[config.mk]
export PLATFORM = sky130hd
export DESIGN_NAME = sync_fifo
export DESIGN_NICKNAME = d
export VERILOG_FILES = /design/src/rtl/sync_fifo.sv
export SDC_FILE = /design/constraint.sdc
export NUM_CORES = 1
export LEC_CHECK = 0
export BUFFER_PORTS_ARGS = -buffer_cell sky130_fd_sc_hd__clkbuf_2
export CAP_MARGIN = 20
export CORE_MARGIN = 3
export CORE_UTILIZATION = 40
export DETAILED_ROUTE_END_ITERATION = 12
export GPL_TIMING_DRIVEN = 0
export SKIP_CTS_REPAIR_TIMING = 1
export SLEW_MARGIN = 20
export SYNTH_ARGS = -nofsm -noshare
export SYNTH_HDL_FRONTEND = slang
export SYNTH_SLANG_ARGS = --single-unit
[constraint.sdc]
create_clock -name clk -period 2.2 [get_ports clk]
set_clock_uncertainty 0.05 [all_clocks]
set_input_delay 0 -clock clk [delete_from_list [all_inputs] [get_ports clk]]
set_output_delay 0 -clock clk [all_outputs]
set_load 0.1 [all_outputs]
[src/rtl/sync_fifo.sv]
// Single-clock 8x16 FIFO with registered full/empty, look-ahead flags,
// occupancy counters and a show-ahead view of the head word.
module sync_fifo #(
    parameter int DATA_WIDTH = 16,
    parameter int DEPTH      = 8,
    parameter int ADDR_WIDTH = 3,
    parameter int CNT_WIDTH  = 4
) (
    input  logic                  clk,
    input  logic                  reset,
    input  logic                  wr_en0,
    input  logic                  rd_en0,
    input  logic [DATA_WIDTH-1:0] write_data,
    output logic [DATA_WIDTH-1:0] read_data,
    output logic                  full,
    output logic                  empty,
    output logic                  full_nxt,
    output logic                  empty_nxt,
    output logic [CNT_WIDTH-1:0]  room_avail,
    output logic [CNT_WIDTH-1:0]  data_avail,
    output logic [DATA_WIDTH-1:0] memory_wire
);

    localparam logic [CNT_WIDTH-1:0]  CNT_FULL = CNT_WIDTH'(DEPTH);
    localparam logic [ADDR_WIDTH-1:0] PTR_LAST = ADDR_WIDTH'(DEPTH - 1);

    logic [DATA_WIDTH-1:0] mem [DEPTH];
    logic [ADDR_WIDTH-1:0] wp;
    logic [ADDR_WIDTH-1:0] rp;
    logic [CNT_WIDTH-1:0]  count;
    logic [CNT_WIDTH-1:0]  count_nxt;
    logic                  wr_acc;
    logic                  rd_acc;

    // Enables are single-cycle requests; a request is taken only when the
    // registered flag allows it, otherwise it is dropped without side effects.
    always_comb begin
        wr_acc    = wr_en0 & ~full;
        rd_acc    = rd_en0 & ~empty;
        count_nxt = count + {{(CNT_WIDTH-1){1'b0}}, wr_acc}
                          - {{(CNT_WIDTH-1){1'b0}}, rd_acc};
        full_nxt  = (count_nxt == CNT_FULL);
        empty_nxt = (count_nxt == '0);
    end

    always_ff @(posedge clk) begin
        if (reset) begin
            for (int i = 0; i < DEPTH; i++) begin
                mem[i] <= '0;
            end
            wp        <= '0;
            rp        <= '0;
            count     <= '0;
            read_data <= '0;
            full      <= 1'b0;
            empty     <= 1'b1;
        end else begin
            if (wr_acc) begin
                mem[wp] <= write_data;
                wp      <= (wp == PTR_LAST) ? '0 : wp + 1'b1;
            end
            if (rd_acc) begin
                read_data <= mem[rp];
                rp        <= (rp == PTR_LAST) ? '0 : rp + 1'b1;
            end
            count <= count_nxt;
            full  <= full_nxt;
            empty <= empty_nxt;
        end
    end

    assign room_avail  = CNT_FULL - count;
    assign data_avail  = count;
    assign memory_wire = mem[rp];

endmodule

==> flow_summary.json, run 1 <==
{
  "wl_microns": 16700,
  "fin_ws_ns": -0.4462,
  "reg2reg_to": "full",
  "cp_cell_sequence": "nor2b_4, buf_6, xnor2_2, ha_2, fa_2, or3_4, inv_2, and2_4, buf_12",
  "synth_cells": 543,
  "mappedNetlistArea_sq_um": 7326,
  "numPortBuffers": 63,
  "r2r_slack_ns": 0.03,
  "tritoncts": "yes",
  "comb_power_share": 0.439,
  "synth_ff_type": "edfxtp_1",
  "yosysMostFrequentCell": "and2_1",
  "worstSetupPathType": "reg2out",
  "drive_gt1_frac": 0.3110,
  "dp_hpwl_microns": 11600,
  "die_area_sq_um": 19970,
  "clock_latency_ns": 0.42,
  "yosysTopAreaCellShare": 0.5247,
  "placed_cells": 832,
  "fin_hold_ws_ns": -0.04125,
  "period_share": 1.203,
  "n_antenna_cell": 0,
  "cts_htree_levels": 4,
  "viasPerCell": 5.064,
  "placementRows": 48,
  "postLayoutCoreUtil": 0.5205,
  "min_path_type": "in2reg",
  "yosysSeqAreaShare": 0.6094,
  "synth-edff-count": 128,
  "ir_drop_mv": 2.491,
  "seqPwrFrac": 0.323,
  "netlist_top_cells_count": "129 x and2_1, 128 x edfxtp_1, 40 x nor2_1",
  "drv_cap": 0,
  "grtUsageTotal": 0.1735,
  "min_period_ns": 2.646,
  "final_nets": 675,
  "clkTransAtPathRegs_ns": 0.05,
  "syn-num-nets": 573,
  "synth_area_leaders": "edfxtp_1 52%, and2_1 11%, dfxtp_1 8.5%",
  "finalSetupViolations": 2,
  "yosys_warnings": 0,
  "grt_pass1_vias": 4634,
  "rr_startpoint": "empty",
  "synth_seq_cells": 159,
  "instances_no_fill": 881,
  "endpoint": "empty_nxt",
  "overflow": 0,
  "switchingPower_mw": 4.806,
  "routedWlPerCell_microns": 18.95,
  "async_reset_ff_frac": 0,
  "hold_viol": 1,
  "worst_slew_pin_slew_ns": 0.5772,
  "drt_pass1_iterations": 4,
  "drc": 0,
  "core-area_sq_um": 17600,
  "cp_data_arrival_time_ns": 2.60,
  "grt_max_degree": 17,
  "fmax_mhz": 377.9,
  "grt_antenna_before_repair": 0,
  "numCtsBuffers": 17,
  "die_h_microns": 141.3,
  "area_growth_pct": 25.04,
  "die_x_microns": 141.3,
  "p_clk_frac": 0.238,
  "required_ns": 2.15,
  "cp-end-kind": "output port",
  "clk_path_buf_depth": 2,
  "yosysTopAreaCell": "edfxtp_1",
  "syn_avg_cell_area_sq_um": 13.49,
  "post-place-ws_ns": -0.3815,
  "critPathLaunch": "empty",
  "critical_path.slowest_cell": "fa_2",
  "cts.sinks": 159,
  "relSlewSlack": 0.6152,
  "violations": "hold timing, setup timing",
  "initial_utilization": 0.4163,
  "swShare": 0.4186,
  "io_pins": 64,
  "worstPathMaxFanout": 3,
  "place.gp.congestion": 0.8123,
  "grt_setup_unrepaired": "true",
  "drtIter0Drc": 256,
  "slew_violations": 0,
  "synth_cell_type_count": 34,
  "p_leak_nw": 3.463,
  "max_stage_delay_ns": 0.45,
  "intPower_mw": 6.675,
  "startpoint_type": "flop",
  "antenna_left": 0,
  "cts-root-buf": "clkbuf_16",
  "power_mw": 11.48,
  "power_density_nw_per_um2": 1253,
  "ff2ff_path_depth": 7,
  "dr_total_vias": 4461,
  "grt_pass1_wl_microns": 25910,
  "status": "complete, but fails checks"
}
-- layout by cell type (no fill, tap or decap), drive strengths merged, types with 6 or more instances in the layout --
| cell | netlist | routed |
|---|---|---|
| or2 | 8 | 8 |
| nor2 | 46 | 46 |
| o21a | 16 | 16 |
| ha | 9 | 9 |
| clkinv | 0 | 7 |
| nand2 | 8 | 8 |
| xnor2 | 6 | 6 |
| dfxtp | 31 | 31 |
| mux2 | 32 | 32 |
| dlygate4sd3 | 0 | 18 |
| mux2i | 33 | 33 |
| clkbuf | 11 | 74 |
| buf | 20 | 42 |
| and2 | 129 | 129 |
| a21oi | 8 | 8 |
| o22ai | 16 | 16 |
| a221oi | 16 | 16 |
| edfxtp | 128 | 128 |
-- worst min path at each step --
stage	start	endpoint	slack, ns	cells past startpoint
CTS	write_data[1]	mem[5][1]	-0.1	2
finish	wr_en0	wp[2]	-0.04	4
detailed placement	write_data[1]	mem[5][1]	0.35	2
global route	wr_en0	wp[2]	0.02	4
floorplan	write_data[0]	mem[0][0]	0.15	1
global placement	write_data[4]	mem[5][4]	0.34	2
-- cell families after synthesis --
logic type | after synthesis | share of synthesized area
fa+ha+maj | 10 | 0.01810
mux | 65 | 0.09428
buf+inv | 35 | 0.02886
simple gates | 210 | 0.1718
flops | 159 | 0.6094
xor+xnor | 6 | 0.007173
compound gates | 58 | 0.07037
-- flip-flops by register name (all words and copies together), names as in the netlist, named ones only --
register	count
rp	3
mem	128
full	1
wp	3
read_data	16
data_avail	4
empty	1
-- through the flow --
stage / area [sq um] / setup TNS, ns
after detailed placement: 8172 / -2.581
final: 9160 / -0.8172
after global routing: 9160 / -1.017
after floorplan: 7564 / -1.050
after global placement: 8160 / -2.717
after CTS: 8706 / -10.13
-- critical path: cells and delay by family (launching register included) --
family / cells / cell delay [ns]
xor+xnor: 1 / 0.11
fa+ha+maj: 2 / 0.66
buf+inv: 3 / 0.35
flops: 1 / 0.35
simple gates: 3 / 0.70
-- per-layer routing --
metal / up-vias / GRT usage / wire length, microns
met1: 2194 / 0.2267 / 7476
met5: - / 0 / 0
met4: 0 / 0.05711 / 245
met2: 95 / 0.2902 / 8326
li1: 2153 / - / -
met3: 19 / 0.03573 / 647
-- power by group through the flow --
stage / combinational [mW] / clock [mW] / sequential, mW
3_5_place_dp: 4.64 / 0 / 3.77
2_1_floorplan: 3.11 / 0 / 4.58
4_1_cts: 4.65 / 2.78 / 3.71
6_report: 5.04 / 2.73 / 3.71
3_3_place_gp: 4.59 / 0 / 3.75
5_1_grt: 5.25 / 2.89 / 3.74
-- final cells by class --
type	count	area, sq um
inverters	4	15.01
fillers	1497	8437
plain buffers	29	225.2
repair buffers	85	664.4
clock inverters	10	97.59
multi-input cells	349	2964
clock buffers	20	436.7
well taps	225	281.5
flip-flops and latches	159	4476
(Power assumes the default switching activity.)
==> inputs of run 2 (changes only) <==
--- a/config.mk
+++ b/config.mk
@@ -6,11 +6,11 @@
 export NUM_CORES = 1
 export LEC_CHECK = 0
 export BUFFER_PORTS_ARGS = -buffer_cell sky130_fd_sc_hd__clkbuf_2
-export CAP_MARGIN = 20
 export CORE_MARGIN = 3
 export CORE_UTILIZATION = 40
 export DETAILED_ROUTE_END_ITERATION = 12
 export GPL_TIMING_DRIVEN = 0
+export SETUP_SLACK_MARGIN = 0.3
 export SKIP_CTS_REPAIR_TIMING = 1
 export SLEW_MARGIN = 20
 export SYNTH_ARGS = -nofsm -noshare
==> run 2 against run 1 <==
Net effect:
- worst setup slack got worse by 0.026 ns
- critical endpoint unchanged
- combinational power increased by 15%
- register-to-register slack got worse by 0.06 ns
- critical path depth unchanged
- sequential cell count unchanged
- clock power increased by 10%
- cell count increased by 6.4%
- the flow finishes with violations (setup timing)
- fmax decreased by 0.97%
==> flow_summary.json, run 2 (synthesis gave the netlist of run 1 again) <==
{
  "ir_drop_mv": 1.937,
  "grt_pass1_wl_microns": 25580,
  "instances_no_fill": 937,
  "top_usage_layer": "met2",
  "tritoncts": "yes",
  "placementRows": 48,
  "grt_max_degree": 17,
  "status": "complete, but fails checks",
  "seqPwrFrac": 0.298,
  "worstSetupPathType": "reg2out",
  "hp-start": "wr_en0",
  "overflow": 0,
  "cts.sinks": 159,
  "drt_pass1_iterations": 4,
  "min_period_ns": 2.672,
  "relSlewSlack": 0.3942,
  "slew_violations": 0,
  "fin_ws_ns": -0.4722,
  "period_share": 1.215,
  "layout_common_cells": "128 x edfxtp_1, 123 x and2_1, 43 x clkbuf_2",
  "numCtsBuffers": 17,
  "worstPathMaxFanout": 3,
  "rr_startpoint": "full",
  "core-area_sq_um": 17600,
  "drv_cap": 0,
  "top_register": "mem",
  "grtUsageTotal": 0.1722,
  "cp_data_arrival_time_ns": 2.62,
  "clkTransAtPathRegs_ns": 0.06,
  "cp-end-kind": "output port",
  "dp_hpwl_microns": 11480,
  "wl_microns": 18340,
  "viasPerCell": 5.064,
  "p_leak_nw": 3.942,
  "ff2ff_path_depth": 6,
  "use_met1": 0.2316,
  "startpoint_type": "flop",
  "area_growth_pct": 41.25,
  "io_pins": 64,
  "drtIter0Drc": 363,
  "fin_setup_tns_ns": -1.158,
  "largest_reg_flops": 128,
  "clock_latency_ns": 0.43,
  "die_area_sq_um": 19970,
  "routedWlPerCell_microns": 19.58,
  "use_met3": 0.03472,
  "critPathLaunch": "full",
  "die_x_microns": 141.3,
  "numPortBuffers": 63,
  "n_antenna_cell": 0,
  "place.gp.congestion": 0.7399,
  "die_h_microns": 141.3,
  "placed_cells": 831,
  "min_to": "wp[0]",
  "finalSetupViolations": 18,
  "cts_htree_levels": 4,
  "grt_pass1_vias": 4481,
  "hold_viol": 0,
  "drc": 0,
  "worst_slew_pin_slew_ns": 0.9088,
  "mostFrequentLayoutCell": "edfxtp_1",
  "holdPathStages": 6,
  "cts-root-buf": "clkbuf_16",
  "initial_utilization": 0.4163,
  "dr_total_vias": 4745,
  "grtUsageMet2": 0.2714,
  "fmax_mhz": 374.2,
  "r2r_slack_ns": -0.03,
  "comb_power_share": 0.461,
  "p_clk_frac": 0.240,
  "drive_gt1_frac": 0.4228,
  "clk_path_buf_depth": 2,
  "swShare": 0.4048,
  "reg2reg_to": "mem[2][10]",
  "required_ns": 2.15,
  "intPower_mw": 7.468,
  "switchingPower_mw": 5.078,
  "grt_setup_unrepaired": "true",
  "power_density_nw_per_um2": 1213,
  "min_path_type": "in2reg",
  "violations": "setup timing",
  "grt_antenna_before_repair": 0,
  "final_nets": 729,
  "antenna_left": 0
}
[run 2: power groups by stage]
stage               combinational [mW]  sequential [mW]  clock [mW]
floorplan                         3.19             4.59           0
global placement                  4.67             3.75           0
detailed placement                4.71             3.78           0
CTS                               4.72             3.71        3.05
global route                      6.02             3.78        3.17
finish                            5.79             3.74        3.01
[run 2: layout make-up]
cell class / count / area (sq um)
clock inverter: 8 / 71.32
inverter: 4 / 15.01
clock buffer: 24 / 545.5
tap: 225 / 281.5
sequential: 159 / 4479
fill: 1324 / 7249
buffer: 31 / 351.6
multi-input combinational: 358 / 3352
timing repair buffer: 128 / 1251
[run 2: how the worst max path moves through the flow]
stage               cells after the start   endpoint  slack, ns
global placement                        9  empty_nxt      -0.38
detailed placement                      9  empty_nxt      -0.42
floorplan                               7   full_nxt      -0.28
CTS                                     9  empty_nxt      -0.90
finish                                  9  empty_nxt      -0.47
global route                            9  empty_nxt      -0.56
[run 2: stage by stage]
step | util | power (mW) | hold WS [ns] | setup slack (ns) | cell area (sq um)
2_1_floorplan | - | 7.773 | 0.1482 | -0.2789 | 7636
3_3_place_gp | 0.4679 | 8.419 | 0.3391 | -0.3791 | 8233
3_5_place_dp | 0.4679 | 8.482 | 0.3544 | -0.4235 | 8233
4_1_cts | 0.5029 | 11.48 | -0.1069 | -0.8975 | 8850
5_1_grt | 0.5880 | 12.97 | 0.1259 | -0.5591 | 10350
6_report | 0.5880 | 12.55 | 0.1161 | -0.4722 | 10350
[run 2: per-layer routing]
metal / wire length (microns) / share of wire / vias to the layer above
met4: 478 / 0.026 / 0
met5: 0 / 0 / -
met1: 8052 / 0.44 / 2327
li1: - / - / 2270
met2: 9006 / 0.49 / 121
met3: 807 / 0.044 / 27
[run 2: critical path, stage by stage (launching register included)]
cell      delay (ns)
dfxtp_4         0.34
nand2b_4        0.14
buf_8           0.12
xnor2_2         0.12
ha_2            0.22
fa_2            0.45
or3_4           0.43
inv_2           0.07
and2_4          0.14
buf_12          0.16
